$ cat src/rtl/opcodes.sv
// Shared opcode set, flag bit positions, issue states and opcode class
// helpers used by the execution-stage sequencer and its environment.
package opcodes;

    typedef enum logic [4:0] {
        ADD, ADDI, ADDIB, ADC, ADCI,
        SUB, SUBI, SUBIB, SUC, SUCI,
        CMP, CMPI, NEG,
        AND, OR, XOR, NOT, NAND, NOR,
        LSL, LSR, ASR,
        LUI, LLI, LDW, SDW,
        BRANCH, INTERRUPT, PUSH, POP
    } Opcode_t;

    localparam int FLAGS_Z = 0;
    localparam int FLAGS_N = 1;
    localparam int FLAGS_C = 2;
    localparam int FLAGS_V = 3;

    typedef enum logic [1:0] {
        IDLE, READ, EXEC, WB
    } IssueState_t;

    function automatic logic sets_flags(Opcode_t op);
        return op inside {
            ADD, ADDI, ADDIB, ADC, ADCI,
            SUB, SUBI, SUBIB, SUC, SUCI,
            CMP, CMPI, NEG,
            AND, OR, XOR, NOT, NAND, NOR,
            LSL, LSR, ASR
        };
    endfunction

    function automatic logic writes_back(Opcode_t op);
        return !(op inside {CMP, CMPI, SDW, BRANCH, INTERRUPT});
    endfunction

    function automatic logic uses_carry(Opcode_t op);
        return op inside {ADC, ADCI, SUC, SUCI};
    endfunction

endpackage

$ cat src/rtl/alu_issue.sv
// Execution-stage sequencer: accepts one decoded instruction, reads its
// operands, drives the combinational ALU, writes back and keeps flags.
// Ports: Instr* handshake/fields in, RegRd* RF read port, Alu* to/from
// the ALU, RegWe/RegWrAddr/RegWrData RF write port, FlagsOut, Busy.
module alu_issue
    import opcodes::*;
#(
    parameter int DATA_WIDTH     = 16,
    parameter int REG_ADDR_WIDTH = 3
) (
    input  logic                      Clock,
    input  logic                      nReset,
    input  logic                      InstrValid,
    output logic                      InstrReady,
    input  Opcode_t                   InstrOp,
    input  logic [REG_ADDR_WIDTH-1:0] InstrRd,
    input  logic [REG_ADDR_WIDTH-1:0] InstrRa,
    input  logic [REG_ADDR_WIDTH-1:0] InstrRb,
    input  logic [DATA_WIDTH-1:0]     InstrImm,
    input  logic                      InstrUseImm,
    output logic [REG_ADDR_WIDTH-1:0] RegRdAddrA,
    output logic [REG_ADDR_WIDTH-1:0] RegRdAddrB,
    input  logic [DATA_WIDTH-1:0]     RegRdDataA,
    input  logic [DATA_WIDTH-1:0]     RegRdDataB,
    output Opcode_t                   AluOpCode,
    output logic [DATA_WIDTH-1:0]     AluOp1,
    output logic [DATA_WIDTH-1:0]     AluOp2,
    output logic                      AluCarryIn,
    input  logic [DATA_WIDTH-1:0]     AluResult,
    input  logic [3:0]                AluFlags,
    output logic                      RegWe,
    output logic [REG_ADDR_WIDTH-1:0] RegWrAddr,
    output logic [DATA_WIDTH-1:0]     RegWrData,
    output logic [3:0]                FlagsOut,
    output logic                      Busy
);

    IssueState_t               state_q, state_d;
    Opcode_t                   op_q, op_d;
    logic [REG_ADDR_WIDTH-1:0] rd_q, rd_d;
    logic [REG_ADDR_WIDTH-1:0] ra_q, ra_d;
    logic [REG_ADDR_WIDTH-1:0] rb_q, rb_d;
    logic [DATA_WIDTH-1:0]     imm_q, imm_d;
    logic                      use_imm_q, use_imm_d;
    logic [3:0]                flags_q, flags_d;
    logic                      reg_we_q, reg_we_d;
    logic [REG_ADDR_WIDTH-1:0] wr_addr_q, wr_addr_d;
    logic [DATA_WIDTH-1:0]     wr_data_q, wr_data_d;

    logic in_read;
    logic in_exec;
    logic accept;

    assign in_read    = (state_q == READ);
    assign in_exec    = (state_q == EXEC);
    assign InstrReady = nReset && (state_q == IDLE);
    assign accept     = InstrValid && InstrReady;

    always_comb begin
        state_d   = state_q;
        op_d      = op_q;
        rd_d      = rd_q;
        ra_d      = ra_q;
        rb_d      = rb_q;
        imm_d     = imm_q;
        use_imm_d = use_imm_q;
        flags_d   = flags_q;
        wr_addr_d = wr_addr_q;
        wr_data_d = wr_data_q;
        // Write enable is a one-cycle pulse covering only WB.
        reg_we_d  = 1'b0;
        unique case (state_q)
            IDLE: begin
                if (accept) begin
                    op_d      = InstrOp;
                    rd_d      = InstrRd;
                    ra_d      = InstrRa;
                    rb_d      = InstrRb;
                    imm_d     = InstrImm;
                    use_imm_d = InstrUseImm;
                    state_d   = READ;
                end
            end
            READ: begin
                state_d = EXEC;
            end
            EXEC: begin
                // Address/data load even when the write is suppressed.
                wr_data_d = AluResult;
                wr_addr_d = rd_q;
                reg_we_d  = writes_back(op_q);
                if (sets_flags(op_q)) begin
                    flags_d = AluFlags;
                end
                state_d = WB;
            end
            WB: begin
                state_d = IDLE;
            end
            default: begin
                state_d = IDLE;
            end
        endcase
    end

    always_ff @(posedge Clock) begin
        if (!nReset) begin
            state_q   <= IDLE;
            op_q      <= Opcode_t'('0);
            rd_q      <= '0;
            ra_q      <= '0;
            rb_q      <= '0;
            imm_q     <= '0;
            use_imm_q <= 1'b0;
            flags_q   <= '0;
            reg_we_q  <= 1'b0;
            wr_addr_q <= '0;
            wr_data_q <= '0;
        end else begin
            state_q   <= state_d;
            op_q      <= op_d;
            rd_q      <= rd_d;
            ra_q      <= ra_d;
            rb_q      <= rb_d;
            imm_q     <= imm_d;
            use_imm_q <= use_imm_d;
            flags_q   <= flags_d;
            reg_we_q  <= reg_we_d;
            wr_addr_q <= wr_addr_d;
            wr_data_q <= wr_data_d;
        end
    end

    assign RegRdAddrA = in_read ? ra_q : '0;
    assign RegRdAddrB = in_read ? rb_q : '0;

    assign AluOpCode  = op_q;
    assign AluOp1     = in_exec ? RegRdDataA : '0;
    assign AluOp2     = in_exec ? (use_imm_q ? imm_q : RegRdDataB) : '0;
    // Carry chains from the flags as they stand entering EXEC.
    assign AluCarryIn = in_exec && uses_carry(op_q) && flags_q[FLAGS_C];

    assign RegWe      = reg_we_q;
    assign RegWrAddr  = wr_addr_q;
    assign RegWrData  = wr_data_q;
    assign FlagsOut   = flags_q;
    assign Busy       = (state_q != IDLE);

endmodule

$ cat config.mk
export PLATFORM = sky130hd
export DESIGN_NAME = alu_issue
export DESIGN_NICKNAME = d
export VERILOG_FILES = /design/src/rtl/opcodes.sv /design/src/rtl/alu_issue.sv
export SDC_FILE = /design/constraint.sdc
export NUM_CORES = 1
export LEC_CHECK = 0
export CORE_MARGIN = 1.5
export CORE_UTILIZATION = 39
export CTS_CLUSTER_DIAMETER = 120
export DETAILED_ROUTE_END_ITERATION = 10
export PLACE_DENSITY = 0.86
export SLEW_MARGIN = 20
export SYNTH_ARGS = -nofsm -noshare
export SYNTH_HDL_FRONTEND = slang
export SYNTH_SLANG_ARGS = --single-unit
$ cat constraint.sdc
create_clock -name Clock -period 2.3 [get_ports Clock]
set_clock_uncertainty 0.05 [all_clocks]
set_input_delay 0.575 -clock Clock [delete_from_list [all_inputs] [get_ports Clock]]
set_output_delay 0.575 -clock Clock [all_outputs]
set_load 0.05 [all_outputs]
* Word level (Yosys, flattened, before mapping) *
Cells that the tools add are included.

storage, ports and cells
  register bits after elaboration = 57
  bits of input ports = 86
  output and inout bits = 70
  logic and storage cells = 60

operators by class
  equal/unequal tests = 28
  mux-type cells = 7
  reductions and logical operators = 14

operators with widths
  kind                                                                   number
  16-bit two-way mux                                                     3
  5-bit equality test, second input constant                             9
  5-bit by 4-bit equality test with 1-bit output, second input constant  8
  22-bit nonzero test                                                    1
  5-bit by 3-bit equality test with 1-bit output, second input constant  4
  5-bit by 2-bit equality test with 1-bit output, second input constant  2
  2-bit case mux with 4 select lines                                     1
  3-bit two-way mux                                                      2
  2-bit AND reduction                                                    3
  5-bit by 1-bit equality test with 1-bit output, second input constant  1
  5-bit zero test                                                        1
  5-bit nonzero test                                                     1
  2-bit equality test, second input constant                             2
  1-bit logical AND                                                      4
  4-bit nonzero test                                                     1
  2-bit by 1-bit equality test with 1-bit output, second input constant  1
  2-bit zero test                                                        1
  2-bit two-way mux                                                      1
  2-bit != test, second input constant                                   1
  2-bit nonzero test                                                     1
  1-bit zero test                                                        1

* Longest topological paths before layout *
Gate-level depths: netlist of run 1.

  depth in word-level cells = 5
  depth in mapped cells = 7
  mapped depth without buffers = 5

* Least setup slack after synthesis of run 1 *
OpenSTA, ideal clock, no wires.

  kind = reg-to-output
  start = register op_q[1] (netlist: AluOpCode[1])
  end = output AluCarryIn
  arrival time = 2.652 ns
  required time = 1.675 ns
  path slack = -0.977 ns
  cell stages (with the launch flop) = 4
  path buffers = 0
  path through = dfxtp_1 nor2b_1 a221oi_1 nor4b_1

on the way
  longest elaborated chain between the ends = 4
  elaborated cells between the ends (all ways) = 7
  classes of those cells = 4 x eq/ne; 3 x reduce/logical

RTL lines
  element                                                                 RTL line          text
  start: declaration                                                      alu_issue.sv:39   Opcode_t op_q, op_d;
  start signal: assignment                                                alu_issue.sv:109  op_q <= Opcode_t'('0);
  start signal: assignment                                                alu_issue.sv:121  op_q <= op_d;
  5-bit by 2-bit equality test with 1-bit output (tied with other cells)  opcodes.sv:39     return op inside {ADC, ADCI, SUC, SUCI};
  4-bit nonzero test (*)                                                  opcodes.sv:39
  1-bit logical AND (*) (2 in series)                                     alu_issue.sv:141  assign AluCarryIn = in_exec && uses_carry(op_q) && flags_q[FLAGS_C];
  end: declaration                                                        alu_issue.sv:28   output logic AluCarryIn,

Mark *: on every way between the ends. The rest lies on a longest branch, timed or not.

* Worst setup path after layout of run 1 *
  start = register op_q[1] (netlist: AluOpCode[1])
  end = output AluOpCode[1]

RTL lines
  element           RTL line         text
  end: declaration  alu_issue.sv:25  output Opcode_t AluOpCode,

No word-level cell between the ends.

==> results of run 1 <==
power breakdown:
| part | internal [mW] | switching [mW] | total (mW) |
|---|---|---|---|
| Clock | 0.809 | 0.404 | 1.21 |
| Sequential | 1.18 | 0.126 | 1.31 |
| Combinational | 1.22 | 1.51 | 2.74 |
final cells by class:
class	count	area, um^2
clock inverters	4	97.6
multi-input cells	220	1610
well taps	99	124
clock buffers	12	165
inverters	4	15.0
fillers	536	2040
flip-flops and latches	57	1140
repair buffers	164	2060
final timing paths:
check,startpoint,end,depth (start not counted)
setup reg to reg,state_q[1],use_imm_q,6
hold / removal,rb_q[1],rb_q[1],2
hold reg to reg,rb_q[1],rb_q[1],2
setup / recovery,AluOpCode[1],AluOpCode[1],1
placed cells by master (no fill, tap or decap), drive strengths merged:
cell type | netlist | layout
clkdlybuf4s50 | 0 | 110
clkbuf | 7 | 13
dlymetal6s2s | 0 | 1
nand3 | 1 | 1
o211a | 1 | 1
mux2i | 40 | 40
nand2b | 1 | 1
buf | 16 | 52
a21oi | 1 | 1
nor2b | 37 | 37
nor2 | 2 | 2
nand2 | 73 | 73
inv | 4 | 4
ha | 4 | 4
o21ai | 32 | 32
nor4b | 1 | 1
and2 | 23 | 23
o311a | 1 | 1
and3 | 2 | 2
bufinv | 0 | 3
clkinvlp | 0 | 1
dfxtp | 57 | 57
a221oi | 1 | 1
routing by layer:
| layer | part of all wire (%) | routed length [um] | vias to the layer above | GRT usage [%] |
|---|---|---|---|---|
| li1 | - | - | 1295 | - |
| met1 | 40 | 3340 | 1196 | 21.7 |
| met2 | 50 | 4200 | 95 | 36.3 |
| met3 | 8.2 | 684 | 11 | 6.46 |
| met4 | 1.6 | 136 | 0 | 8.53 |
| met5 | 0 | 0 | - | 0 |
synth_stat cells:
cell type	number	area share [%]
o211a_1	1	0.34
buf_12	7	4.8
buf_2	3	0.51
nor2b_1	37	7.9
o21ai_2	31	9.3
nor2_1	2	0.26
o311a_1	1	0.34
nand3_1	1	0.17
dfxtp_1	57	39
nand2_1	42	5.4
mux2i_1	40	14
buf_4	5	1.3
buf_6	1	0.39
a221oi_1	1	0.30
a21oi_1	1	0.17
o21ai_0	1	0.17
nand2_2	31	6.6
and2_1	23	4.9
nor4b_1	1	0.30
ha_1	4	1.7
nand2b_1	1	0.21
clkbuf_1	7	0.90
and3_4	1	0.39
and3_1	1	0.21
inv_1	4	0.51
flip-flops by register name (all words and copies together), names as in the netlist:
| name | count |
|---|---|
| RegWrData | 16 |
| imm_q | 16 |
| AluOpCode | 5 |
| FlagsOut | 4 |
| RegWrAddr | 3 |
| ra_q | 3 |
| rb_q | 3 |
| rd_q | 3 |
| state_q | 2 |
| RegWe | 1 |
| use_imm_q | 1 |
per-stage QoR:
stage	utilization, %	instances	setup WS (ns)	instance area, um^2
floorplan	-	304	-0.00862	2940
global placement	67.2	543	0.169	4870
detailed placement	67.2	543	0.160	4870
CTS	71.0	559	-0.0189	5150
global route	71.9	560	0.0164	5210
finish	71.9	560	0.0758	5210
timing repair:
item | 4_1_cts | 5_1_grt
buffers inserted | 0 | 0
setup endpoints to repair | 10 | 33
gates resized for setup | 6 | 11
cloned | 0 | 1
cell families after synthesis:
group / after synthesis / synth area share, %
flip-flops: 57 / 39.1
AO/OA/AOI/OAI: 36 / 10.6
multiplexers: 40 / 13.7
adder cells (fa/ha/maj): 4 / 1.71
AND/OR/NAND/NOR: 140 / 26.4
buffers and inverters: 27 / 8.40
==> flow_metrics.env, run 1 <==
export IMPL_status="finished clean"
export IMPL_start_util_pct=40.2
export IMPL_syn_nets=394
export IMPL_clockRootBuffer="clkbuf_8"
export IMPL_core_area_um2=7250
export IMPL_dieArea_um2=8010
export IMPL_wl_per_cell_um=14.9
export IMPL_rsz0062_at_grt="no"
export IMPL_finalMaxSlewViolations=0
export IMPL_drive_gt1_share_pct=33.0
export IMPL_grt_pass1_wl_um=12100
export IMPL_diodes=0
export IMPL_clock_latency_ns=0.33
export IMPL_crit_type="flop to primary output"
export IMPL_rows=31
export IMPL_worst_setup_path_end_kind="primary output"
export IMPL_synth_area_um2=2920
export IMPL_cts_htree_levels=3
export IMPL_portBuffers=155
export IMPL_routed_wl_um=8360
export IMPL_hpwl_um=6280
export IMPL_hold_viol=0
export IMPL_crit_chain="clkdlybuf4s50_1"
export IMPL_vias=2597
export IMPL_via_per_inst=4.64
export IMPL_clock_fmax_mhz=450
export IMPL_syn_instance_count=304
export IMPL_cts_made_buffers=9
export IMPL_critPathMaxStageDelay_ns=0.85
export IMPL_setup_viol=0
export IMPL_cts_hold_fix_buffers=0
export IMPL_worstMarginPinSlew_ns=0.556
export IMPL_drtIter0Drc=21
export IMPL_hp_class="flop to flop"
export IMPL_antenna_found_initial=0
export IMPL_synth_yosys_seq_area_share_pct=39.1
export IMPL_gr_total_overflow=0
export IMPL_cp_num_buf_inv=1
export IMPL_slew_headroom_pct=62.8
export IMPL_ir_drop_mv=0.587
export IMPL_cp_start_kind="flop"
export IMPL_clockBufferDepth=2
export IMPL_power_mw=5.25
export IMPL_fp_dieH_um=89.5
export IMPL_cp_slowest_cell="clkdlybuf4s50_1"
export IMPL_critPathArrivalTime_ns=1.60
export IMPL_track_usage_pct=20.2
export IMPL_path_max_fanout=7
export IMPL_num_nets_final=546
export IMPL_crit_required_ns=1.67
export IMPL_synth_area_per_cell_um2=9.60
export IMPL_cts_clk_slew_worst_paths_ns=0.07
export IMPL_ys_ff_latch=57
export IMPL_drc=0
export IMPL_leakagePower_nw=1.96
export IMPL_clkSinkCount=57
export IMPL_grt_max_degree=42
export IMPL_hold_worst_slack_ns=0.410
export IMPL_num_io_pins=156
export IMPL_layout_min_cycle_time_ns=2.22
export IMPL_cts_tree="built"
export IMPL_die_w_um=89.5
export IMPL_first_pass_iters=4
export IMPL_cp_top_family="buffers and inverters"
export IMPL_fin_crit_sh_pct=96.7
export IMPL_maxCapViolations=0
export IMPL_power_density_nw_per_um2=1010
export IMPL_routabilityCongestion=0.725
export IMPL_yosys_warnings=0
export IMPL_grt_pass1_vias=2558
export IMPL_area_delta_synth_final_pct=78.6
export IMPL_synth_cell_types=25
export IMPL_fin_tns_setup_ns=0
export IMPL_antenna_left=0
export IMPL_r2r_slack_ns=0.81
Power figures use the tool's default switching activity.
==> run 2: changes to the inputs <==
--- a/config.mk
+++ b/config.mk
@@ -5,6 +5,7 @@
 export SDC_FILE = /design/constraint.sdc
 export NUM_CORES = 1
 export LEC_CHECK = 0
+export CORE_ASPECT_RATIO = 1.4
 export CORE_MARGIN = 1.5
 export CORE_UTILIZATION = 39
 export CTS_CLUSTER_DIAMETER = 120
==> run 2 against run 1 <==
Largest cell class unchanged. Clock-buffer cell count unchanged. Maximum frequency decreased by 0.21%. Final area decreased by 2.3%. Core utilization decreased by 2.3 points. Sequential share of layout area increased by 0.55 points. Power decreased by 7.4%. Register-to-register slack got worse by 0.16 ns. Critical path type unchanged. Combinational power decreased by 4%. Non-clock buffer count unchanged. Clock power decreased by 23%.
==> flow_metrics.env, run 2 (synthesized netlist as in run 1, its figures left out) <==
export IMPL_via_per_inst=4.68
export IMPL_hpwl_um=5960
export IMPL_finalMaxSlewViolations=0
export IMPL_maxCapViolations=0
export IMPL_start_util_pct=39.9
export IMPL_cts_tree="built"
export IMPL_cts_hold_fix_buffers=0
export IMPL_cp_slowest_cell="clkdlybuf4s50_1"
export IMPL_first_pass_iters=4
export IMPL_hp_class="flop to flop"
export IMPL_crit_type="flop to primary output"
export IMPL_r2r_start="state_q[0]"
export IMPL_crit_start="AluOpCode[3]"
export IMPL_routabilityCongestion=0.717
export IMPL_clockRootBuffer="clkbuf_8"
export IMPL_layout_common_cells="clkdlybuf4s50_1 (111), dfxtp_1 (56), nand2_1 (42), buf_12 (42), mux2i_1 (40)"
export IMPL_gr_total_overflow=0
export IMPL_p_seq_share_pct=26.8
export IMPL_leakagePower_nw=1.92
export IMPL_layout_commonest_cell="clkdlybuf4s50_1"
export IMPL_switchingPower_mw=1.97
export IMPL_slew_headroom_pct=64.9
export IMPL_critPathMaxStageDelay_ns=0.85
export IMPL_cts_htree_levels=3
export IMPL_clkSinkCount=57
export IMPL_setup_viol=0
export IMPL_pwr_share_comb_pct=54.1
export IMPL_clock_latency_ns=0.33
export IMPL_power_density_nw_per_um2=955
export IMPL_top_layer="met4"
export IMPL_clockBufferDepth=2
export IMPL_cp_start_kind="flop"
export IMPL_rsz0062_at_grt="no"
export IMPL_antenna_left=0
export IMPL_final_core_util_pct=69.6
export IMPL_drive_gt1_share_pct=31.1
export IMPL_fp_dieH_um=105
export IMPL_fin_tns_setup_ns=0
export IMPL_drtIter0Drc=50
export IMPL_wl_per_cell_um=14.1
export IMPL_ir_drop_mv=0.901
export IMPL_path_max_fanout=6
export IMPL_drc=0
export IMPL_dp_cells=542
export IMPL_cp_num_buf_inv=1
export IMPL_crit_required_ns=1.67
export IMPL_num_io_pins=156
export IMPL_num_nets_final=546
export IMPL_diodes=0
export IMPL_fin_crit_sh_pct=96.9
export IMPL_internal_power_mw=2.89
export IMPL_layout_min_cycle_time_ns=2.23
export IMPL_grt_max_degree=35
export IMPL_grt_pass1_wl_um=12800
export IMPL_die_w_um=76.1
export IMPL_wl_met1_um=2880
export IMPL_grt_pass1_vias=2774
export IMPL_dieArea_um2=8020
export IMPL_antenna_found_initial=0
export IMPL_p_clk_share_pct=19.2
export IMPL_critPathArrivalTime_ns=1.60
export IMPL_setup_ws_ns=0.0710
export IMPL_worst_setup_path_end_kind="primary output"
export IMPL_worstMarginPinSlew_ns=0.525
export IMPL_core_area_um2=7310
export IMPL_met3_length_um=352
export IMPL_cts_made_buffers=9
export IMPL_cp_top_family="buffers and inverters"
export IMPL_crit_chain="clkdlybuf4s50_1"
export IMPL_area_delta_synth_final_pct=74.5
export IMPL_place_ws_ns=0.169
export IMPL_clock_fmax_mhz=449
export IMPL_wl_met2_um=4360
export IMPL_track_usage_pct=20.0
export IMPL_status="finished clean"
export IMPL_switching_share_pct=40.5
export IMPL_rows=37
export IMPL_cts_clk_slew_worst_paths_ns=0.07
export IMPL_hold_viol=0
export IMPL_portBuffers=155
export IMPL_hold_path_startpoint="imm_q[10]"
export IMPL_vias=2609
export IMPL_instances_no_fill=557
export IMPL_routed_wl_um=7850
==> run 2: cell count changes in the layout (fill, tap and decap cells not counted), moves of 2 or more <==
cell,previous run,this run
bufinv_16,3,1
clkinv_2,0,2
nor2b_1,21,27
nor2b_2,16,10
==> run 2: final cells by class <==
cell class | count | area (um^2)
clock inverters | 3 | 40.0
inverters | 4 | 15.0
well taps | 97 | 121
fillers | 556 | 2220
multi-input cells | 220 | 1580
clock buffers | 12 | 155
flip-flops and latches | 57 | 1140
repair buffers | 164 | 2040
==> run 2: worst paths after layout <==
kind | to | slack (ns) | depth (start not counted)
setup reg to reg | RegWrData[9] | 0.65 | 6
hold reg to reg | imm_q[10] | 0.41 | 2
setup / recovery | AluOpCode[3] | 0.07 | 1
hold / removal | imm_q[10] | 0.41 | 2
==> run 2: power groups by stage <==
stage,Combinational [mW],Clock [mW],Sequential [mW]
global route,2.78,0.996,1.33
floorplan,1.38,0,1.59
finish,2.63,0.932,1.30
CTS,2.64,0.955,1.30
detailed placement,2.63,0,1.32
global placement,2.59,0,1.31
==> run 2: layer usage <==
metal | track usage [%] | vias up
met2 | 38.9 | 88
met4 | 9.79 | 0
met3 | 4.33 | 21
li1 | - | 1295
met1 | 19.7 | 1205
met5 | 0 | -
==> run 2: metrics by stage <==
stage	power (mW)	hold WS (ns)	area, um^2
final	4.87	0.409	5090
after global routing	5.10	0.424	5090
after CTS	4.90	0.410	5060
after detailed placement	3.95	0.401	4870
after global placement	3.89	0.392	4870
after floorplan	2.97	0.385	2940
==> run 2: repair_timing <==
item,in CTS,in global routing
setup buffers,0,0
gates resized for setup,0,10
setup endpoints to repair,0,8
